## config.mk

```make
export PLATFORM = sky130hd
export DESIGN_NAME = mouse_packet_tracker
export DESIGN_NICKNAME = d
export VERILOG_FILES = /design/src/rtl/mouse_packet_tracker.sv
export SDC_FILE = /design/constraint.sdc
export NUM_CORES = 1
export LEC_CHECK = 0
export BUFFER_PORTS_ARGS = -buffer_cell sky130_fd_sc_hd__buf_2
export CAP_MARGIN = 20
export CORE_MARGIN = 5
export CORE_UTILIZATION = 50
export CTS_CLUSTER_DIAMETER = 40
export DETAILED_ROUTE_END_ITERATION = 16
export PLACE_DENSITY = 0.69
export SLEW_MARGIN = 10
export SYNTH_ARGS = -nofsm -noshare
export SYNTH_HDL_FRONTEND = slang
export SYNTH_SLANG_ARGS = --single-unit
export TNS_END_PERCENT = 5
```

## constraint.sdc

```tcl
create_clock -name clk -period 8.3 [get_ports clk]
set_clock_uncertainty 0.05 [all_clocks]
set_input_delay 0.415 -clock clk [delete_from_list [all_inputs] [get_ports clk]]
set_output_delay 0.415 -clock clk [all_outputs]
set_load 0.005 [all_outputs]
```

## src/rtl/mouse_packet_tracker.sv

```systemverilog
// Mouse packet tracker: turns a PS/2 mouse byte stream into a
// clamped cursor position plus button state.
module mouse_packet_tracker #(
  parameter int SCREEN_W       = 320,
  parameter int SCREEN_H       = 240,
  parameter int X_W            = 9,
  parameter int Y_W            = 8,
  parameter int START_X        = 160,
  parameter int START_Y        = 120,
  parameter int SKIP_BYTES     = 2,
  parameter int SENS_SHIFT     = 0,
  parameter int TIMEOUT_CYCLES = 100000
) (
  input  logic           clk,
  input  logic           reset,
  input  logic           byte_valid,
  input  logic [7:0]     byte_data,
  output logic [X_W-1:0] x_position,
  output logic [Y_W-1:0] y_position,
  output logic           left_button,
  output logic           right_button,
  output logic           middle_button,
  output logic           packet_valid,
  output logic           sync_error
);

  localparam int MW  = (X_W > Y_W) ? X_W : Y_W;
  localparam int SW  = ((MW > 9) ? MW : 9) + 2;
  localparam int SKW = (SKIP_BYTES > 1) ? $clog2(SKIP_BYTES) : 1;
  localparam int TW  = $clog2(TIMEOUT_CYCLES + 1);

  localparam logic [SKW-1:0] SKIP_LAST =
    SKW'((SKIP_BYTES > 0) ? SKIP_BYTES - 1 : 0);
  localparam logic [TW-1:0] TO_MAX = TW'(TIMEOUT_CYCLES);

  localparam logic signed [SW-1:0] X_MAX = SW'(SCREEN_W - 1);
  localparam logic signed [SW-1:0] Y_MAX = SW'(SCREEN_H - 1);

  typedef enum logic [1:0] {
    SKIP,
    B0,
    B1,
    B2
  } state_t;

  localparam state_t RST_STATE = (SKIP_BYTES == 0) ? B0 : SKIP;

  state_t state;
  state_t state_nx;
  state_t eff;

  logic [SKW-1:0] skip_cnt;
  logic [TW-1:0]  to_cnt;

  logic timeout;
  logic skip_byte;
  logic take_b0;
  logic take_b1;
  logic take_b2;
  logic bad_b0;

  logic       b0_xs;
  logic       b0_ys;
  logic       b0_xo;
  logic       b0_yo;
  logic [2:0] b0_btn;
  logic [7:0] x_lo;

  logic signed [8:0]    dx_raw;
  logic signed [8:0]    dy_raw;
  logic signed [8:0]    dx_sh;
  logic signed [8:0]    dy_sh;
  logic signed [SW-1:0] dx;
  logic signed [SW-1:0] dy;
  logic signed [SW-1:0] sum_x;
  logic signed [SW-1:0] sum_y;
  logic [X_W-1:0]       new_x;
  logic [Y_W-1:0]       new_y;

  always_ff @(posedge clk) begin
    if (reset) begin
      state <= RST_STATE;
    end else begin
      state <= state_nx;
    end
  end

  // A timeout drops back to B0 in the same cycle, so a byte
  // landing on that cycle is decoded as a byte-0 candidate.
  always_comb begin
    timeout   = ((state == B1) || (state == B2))
                && (to_cnt == TO_MAX);
    eff       = timeout ? B0 : state;
    state_nx  = eff;
    skip_byte = 1'b0;
    take_b0   = 1'b0;
    take_b1   = 1'b0;
    take_b2   = 1'b0;
    bad_b0    = 1'b0;
    if (byte_valid) begin
      unique case (eff)
        SKIP: begin
          skip_byte = 1'b1;
          if (skip_cnt == SKIP_LAST) begin
            state_nx = B0;
          end
        end
        B0: begin
          if (byte_data[3]) begin
            take_b0  = 1'b1;
            state_nx = B1;
          end else begin
            bad_b0 = 1'b1;
          end
        end
        B1: begin
          take_b1  = 1'b1;
          state_nx = B2;
        end
        B2: begin
          take_b2  = 1'b1;
          state_nx = B0;
        end
        default: begin
          state_nx = B0;
        end
      endcase
    end
  end

  // Wide signed sums keep the clamp free of wraparound.
  always_comb begin
    dx_raw = {b0_xs, x_lo};
    dy_raw = {b0_ys, byte_data};
    dx_sh  = dx_raw >>> SENS_SHIFT;
    dy_sh  = dy_raw >>> SENS_SHIFT;
    dx     = b0_xo ? '0 : SW'(dx_sh);
    dy     = b0_yo ? '0 : SW'(dy_sh);
    sum_x  = $signed(SW'(x_position)) + dx;
    sum_y  = $signed(SW'(y_position)) - dy;

    if (sum_x < 0) begin
      new_x = '0;
    end else if (sum_x > X_MAX) begin
      new_x = X_W'(SCREEN_W - 1);
    end else begin
      new_x = sum_x[X_W-1:0];
    end

    if (sum_y < 0) begin
      new_y = '0;
    end else if (sum_y > Y_MAX) begin
      new_y = Y_W'(SCREEN_H - 1);
    end else begin
      new_y = sum_y[Y_W-1:0];
    end
  end

  always_ff @(posedge clk) begin
    if (reset) begin
      skip_cnt      <= '0;
      to_cnt        <= '0;
      b0_xs         <= 1'b0;
      b0_ys         <= 1'b0;
      b0_xo         <= 1'b0;
      b0_yo         <= 1'b0;
      b0_btn        <= '0;
      x_lo          <= '0;
      x_position    <= X_W'(START_X);
      y_position    <= Y_W'(START_Y);
      left_button   <= 1'b0;
      right_button  <= 1'b0;
      middle_button <= 1'b0;
      packet_valid  <= 1'b0;
      sync_error    <= 1'b0;
    end else begin
      packet_valid <= take_b2;
      sync_error   <= bad_b0;

      if (skip_byte) begin
        skip_cnt <= skip_cnt + SKW'(1);
      end

      if (byte_valid || timeout) begin
        to_cnt <= '0;
      end else if ((state == B1) || (state == B2)) begin
        to_cnt <= to_cnt + TW'(1);
      end

      if (take_b0) begin
        b0_btn <= byte_data[2:0];
        b0_xs  <= byte_data[4];
        b0_ys  <= byte_data[5];
        b0_xo  <= byte_data[6];
        b0_yo  <= byte_data[7];
      end

      if (take_b1) begin
        x_lo <= byte_data;
      end

      if (take_b2) begin
        x_position    <= new_x;
        y_position    <= new_y;
        left_button   <= b0_btn[0];
        right_button  <= b0_btn[1];
        middle_button <= b0_btn[2];
      end
    end
  end

endmodule

```

# == Yosys cells after proc, flatten, opt, wreduce, memory -nomap -nowiden ==
# Index checks and enable logic that the tools add are counted.
# word_totals
word_cells,59
regBits,57
out_inout_bits,22
# classes
n_reduce_logical,6
muxes,21
n_eq_ne,6
n_bitwise,2
addsub,4
order_cmp,4
# ops
op,count
$lt A11 B1 Y1 const B,2
$mux W11,2
$mux W9,2
$add A17 B1 Y17 const B,1
$eq A17 B17 Y1 const B,1
$mux W8,2
$add A10 B11 Y11,1
$gt A11 B10 Y1 const B,1
$gt A11 B9 Y1 const B,1
$sub A9 B11 Y11,1
$mux W1,10
$eq A2 B2 Y1 const B,4
$mux W2,4
$pmux W2 S4,1
$reduce_or A3 Y1,1
$eq A2 B1 Y1 const B,1
$logic_not A2 Y1,1
$logic_or A1 B1 Y1,2
$not A1 Y1,2
$reduce_or A2 Y1,1
$add A1 B1 Y1 const B,1
$logic_and A1 B1 Y1,1

# == Depth between registers and ports, before layout ==
# depth
depth_word,7
ltp_mapped,11
mapped_depth_nobuf,10

# == Worst setup path after synthesis ==
# OpenSTA, ideal clock, no wires.
# synth_timing
path_type,reg2reg
start,reg b0_xo
end,reg x_position[7]
slack_ns,5.547
path_stages_with_launch,11
period_less_slack_ns,2.753
t_arrival_ns,2.581
required_ns,8.128
setup_ns,0.122
path_cell_list,dfxtp_1 > nor2b_1 > ha_1 > fa_1 > a211oi_2 > or2_1 > a21oi_1 > o2bb2ai_1 > a2111oi_2 > a2111oi_4 > a221o_1
# synth_via
elab_chain_cells,5
word_cells_on_any_way,6
# synth_rtl
item,line,source
"start, declared",64,logic b0_xo;
"start signal, assigned",194,b0_xo <= byte_data[6];
$mux W11 *,137,dx = b0_xo ? '0 : SW'(dx_sh);
$add A10 B11 Y11 *,139,sum_x = $signed(SW'(x_position)) + dx;
$gt A11 B10 Y1,144,end else if (sum_x > X_MAX) begin
$mux W9,144,
$mux W9 *,142,if (sum_x < 0) begin
"end signal, assigned",169,x_position <= X_W'(START_X);
"end signal, assigned",203,x_position <= new_x;
"end, declared",18,"output logic [X_W-1:0] x_position,"
# Every way passes the cells marked *; elsewhere a longest branch is shown, timed or not.
# A chain may end at the register's enable or synchronous reset.

# == Worst setup path in the final report ==
# layout_timing
start,reg b0_xo
end,reg x_position[2]
# The elaborated chain is that of the path after synthesis.

==> results.toml <==
[status]
status = "completed"

[worst_setup_path]
slowest_delay_ns = 0.58
worstPathCellList = "nor2b_1, ha_1, fa_1, a211oi_2, or2_1, a21oi_2, a211oi_2, o32ai_1, a2111oi_4, a221oi_1"
cp_num_buf_inv = 0
critPathKind = "register to register"
cp.depth = 10
r2r_end = "x_position[2]"
crit_slowest_cell = "a2111oi_4"
start_kind = "register"
reg2reg_depth = 10
crit_end = "x_position[2]"
path_max_fanout = 10
rr_startpoint = "b0_xo"
crit_path_start = "b0_xo"
worstPathArrival_ns = 3.22
r2r_slack_ns = 5.20
crit_path_end_kind = "register"
crit_required_ns = 8.42
critical_path.top_delay_family = "compound AO/OA/AOI/OAI gates"
crit_path_frequent_cell = "a211oi_2"

[timing]
grt_setup_unrepaired = "no"
hold_viol = 0
setup_violations = 0
finalCritPeriodShare_pct = 37.29
slew_viol_final = 0
min_period_ns = 3.095
worst_slew_pin_slew_ns = 0.9880
fin_setup_tns_ns = 0
fmax_ghz = 0.3231
slew_headroom_pct = 33.95

[clock_tree]
cts_hold_buf = 0
clk_pin_slew_ns = 0.07
cts_num_sinks = 57
clkLatencyLatePin_ns = 0.33
tritoncts = "yes"
post-cts-setup-buffer-count = 0
cts_buffers = 9
clockBufferDepth = 2
ctsRootBufferMaster = "clkbuf_8"
cts_resized = 0
htree_levels = 3

[worst_hold_path]
hp-class = "input pin to register"

[synthesis]
synthFlopType = "dfxtp_1"
syn_area_um2 = 3299
synth.distinct_cells = 55
syn_avg_cell_area_um2 = 8.417
synth_edf_count = 0
syn_inst = 392
ys_ff_latch = 57
synth-seq-area-share_pct = 34.58
ys_warn_count = 0
async_flop_share_pct = 0
synthesis.nets = 426

[layout]
final_cell_mix = "nor2_1, dfxtp_1, nand2_1"
fill_cells = 595
multi_input_area_um2 = 2072
postLayoutCellArea_um2 = 3759
regArea_um2 = 1141
syn2layout_area_growth_pct = 13.92
n_antenna_cell = 0
final_common_cell = "nor2_1"
post-route-util_pct = 58.86
drive_gt1_share_pct = 12.73
nets = 461

[floorplanning]
pin_count = 33
start_util_pct = 51.67
rows = 29
die_area_um2 = 8324
die_y_um = 91.24
coreArea_um2 = 6386
die_width_um = 91.24

[global_route]
grt_overflow_total = 0
grt_pass1_wl_um = 12710
grt_max_degree = 38
track_usage_pct = 18.38
grt_pass1_vias = 2789
grt_antenna_before_repair = 0

[drt]
drtPass1Iterations = 4
routedWlPerCell_um = 14.54
vias = 2846
routed_wl_um = 7400
ant_nets = 0
dr.first_iter.drc_count = 123
drc_errors = 0
viasPerCell = 5.591

[placement]
postPlaceCellArea_um2 = 3530
hpwl_um = 5490
place.gp.congestion = 0.8769
numPortBuffers = 32

[run]
drv_cap = 0

[pwr]
p_per_area_nw_per_um2 = 164.8
p_leak_nw = 1.544
peakVddDrop_v = 0.0001245
power_mw = 0.6195
[per-stage QoR]
step	std cells	hold slack [ns]	worst slack [ns]
after floorplan	392	0.3815	5.547
after global placement	493	0.3940	5.305
after detailed placement	493	0.3967	5.239
after CTS	509	0.2539	5.193
after global routing	509	0.2441	4.925
final	509	0.2619	5.205
[routing by layer]
| layer | share of wire (%) | global-route usage, % | wire (µm) | vias up |
|---|---|---|---|---|
| met5 | 0 | 0 | 0 | - |
| met4 | 2.2 | 9.046 | 165 | 0 |
| met3 | 4.1 | 3.719 | 302 | 12 |
| met2 | 46 | 29.21 | 3403 | 74 |
| met1 | 48 | 23.67 | 3528 | 1296 |
| li1 | - | - | - | 1464 |
[synth_stat cells (4+ instances only)]
| master | count | area, µm² |
|---|---|---|
| o211ai_1 | 4 | 30.03 |
| mux2i_1 | 16 | 160.2 |
| dfxtp_1 | 57 | 1141 |
| inv_1 | 14 | 52.55 |
| o21ai_0 | 7 | 35.03 |
| ha_1 | 21 | 262.8 |
| nor4b_1 | 4 | 35.03 |
| nand2b_1 | 11 | 68.82 |
| a21oi_1 | 22 | 110.1 |
| o21a_1 | 5 | 37.54 |
| nand4_1 | 8 | 50.05 |
| nor3_1 | 6 | 30.03 |
| nor4_1 | 4 | 25.02 |
| xnor2_1 | 9 | 78.83 |
| clkbuf_1 | 7 | 26.28 |
| nor2_1 | 62 | 232.7 |
| nand3_1 | 13 | 65.06 |
| nor2b_1 | 13 | 81.33 |
| a31oi_1 | 6 | 37.54 |
| xor2_1 | 17 | 148.9 |
| nand2_1 | 34 | 127.6 |
[flip-flops by register name, summed over array words and instances (netlist names), 2 cells and up]
register    count
to_cnt         17
b0_btn          3
x_lo            8
x_position      9
state           2
y_position      8
[logic make-up after synthesis]
kind of cell             synth area share, %
AO/OA/AOI/OAI                          16.46
buffers and inverters                  2.617
adder cells (fa/ha/maj)                9.177
XOR/XNOR                               6.902
flip-flops                             34.58
multiplexers                           4.854
AND/OR/NAND/NOR                        25.41
[cell type report]
| type | count | area share, % |
|---|---|---|
| sequential | 57 | 30.36 |
| clock buffer | 12 | 4.128 |
| timing repair buffer | 33 | 4.461 |
| clock inverter | 4 | 1.964 |
| tap | 77 | 2.563 |
| multi-input combinational | 312 | 55.13 |
| inverter | 14 | 1.398 |
[report_power, final]
part | switching (mW) | total, mW | internal (mW)
clock network | 0.112 | 0.298 | 0.186
logic | 0.0268 | 0.0436 | 0.0169
registers | 0.00212 | 0.278 | 0.276
[how the worst min path moves through the flow]
stage	from	end	slack [ns]	cells past startpoint
final	byte_data[3]	sync_error	0.26	2
after global routing	byte_data[3]	sync_error	0.24	2
after CTS	byte_data[3]	sync_error	0.25	2
after detailed placement	left_button	left_button	0.40	2
after global placement	right_button	right_button	0.39	2
after floorplan	b0_btn[0]	left_button	0.38	2
(Power assumes the default switching activity.)
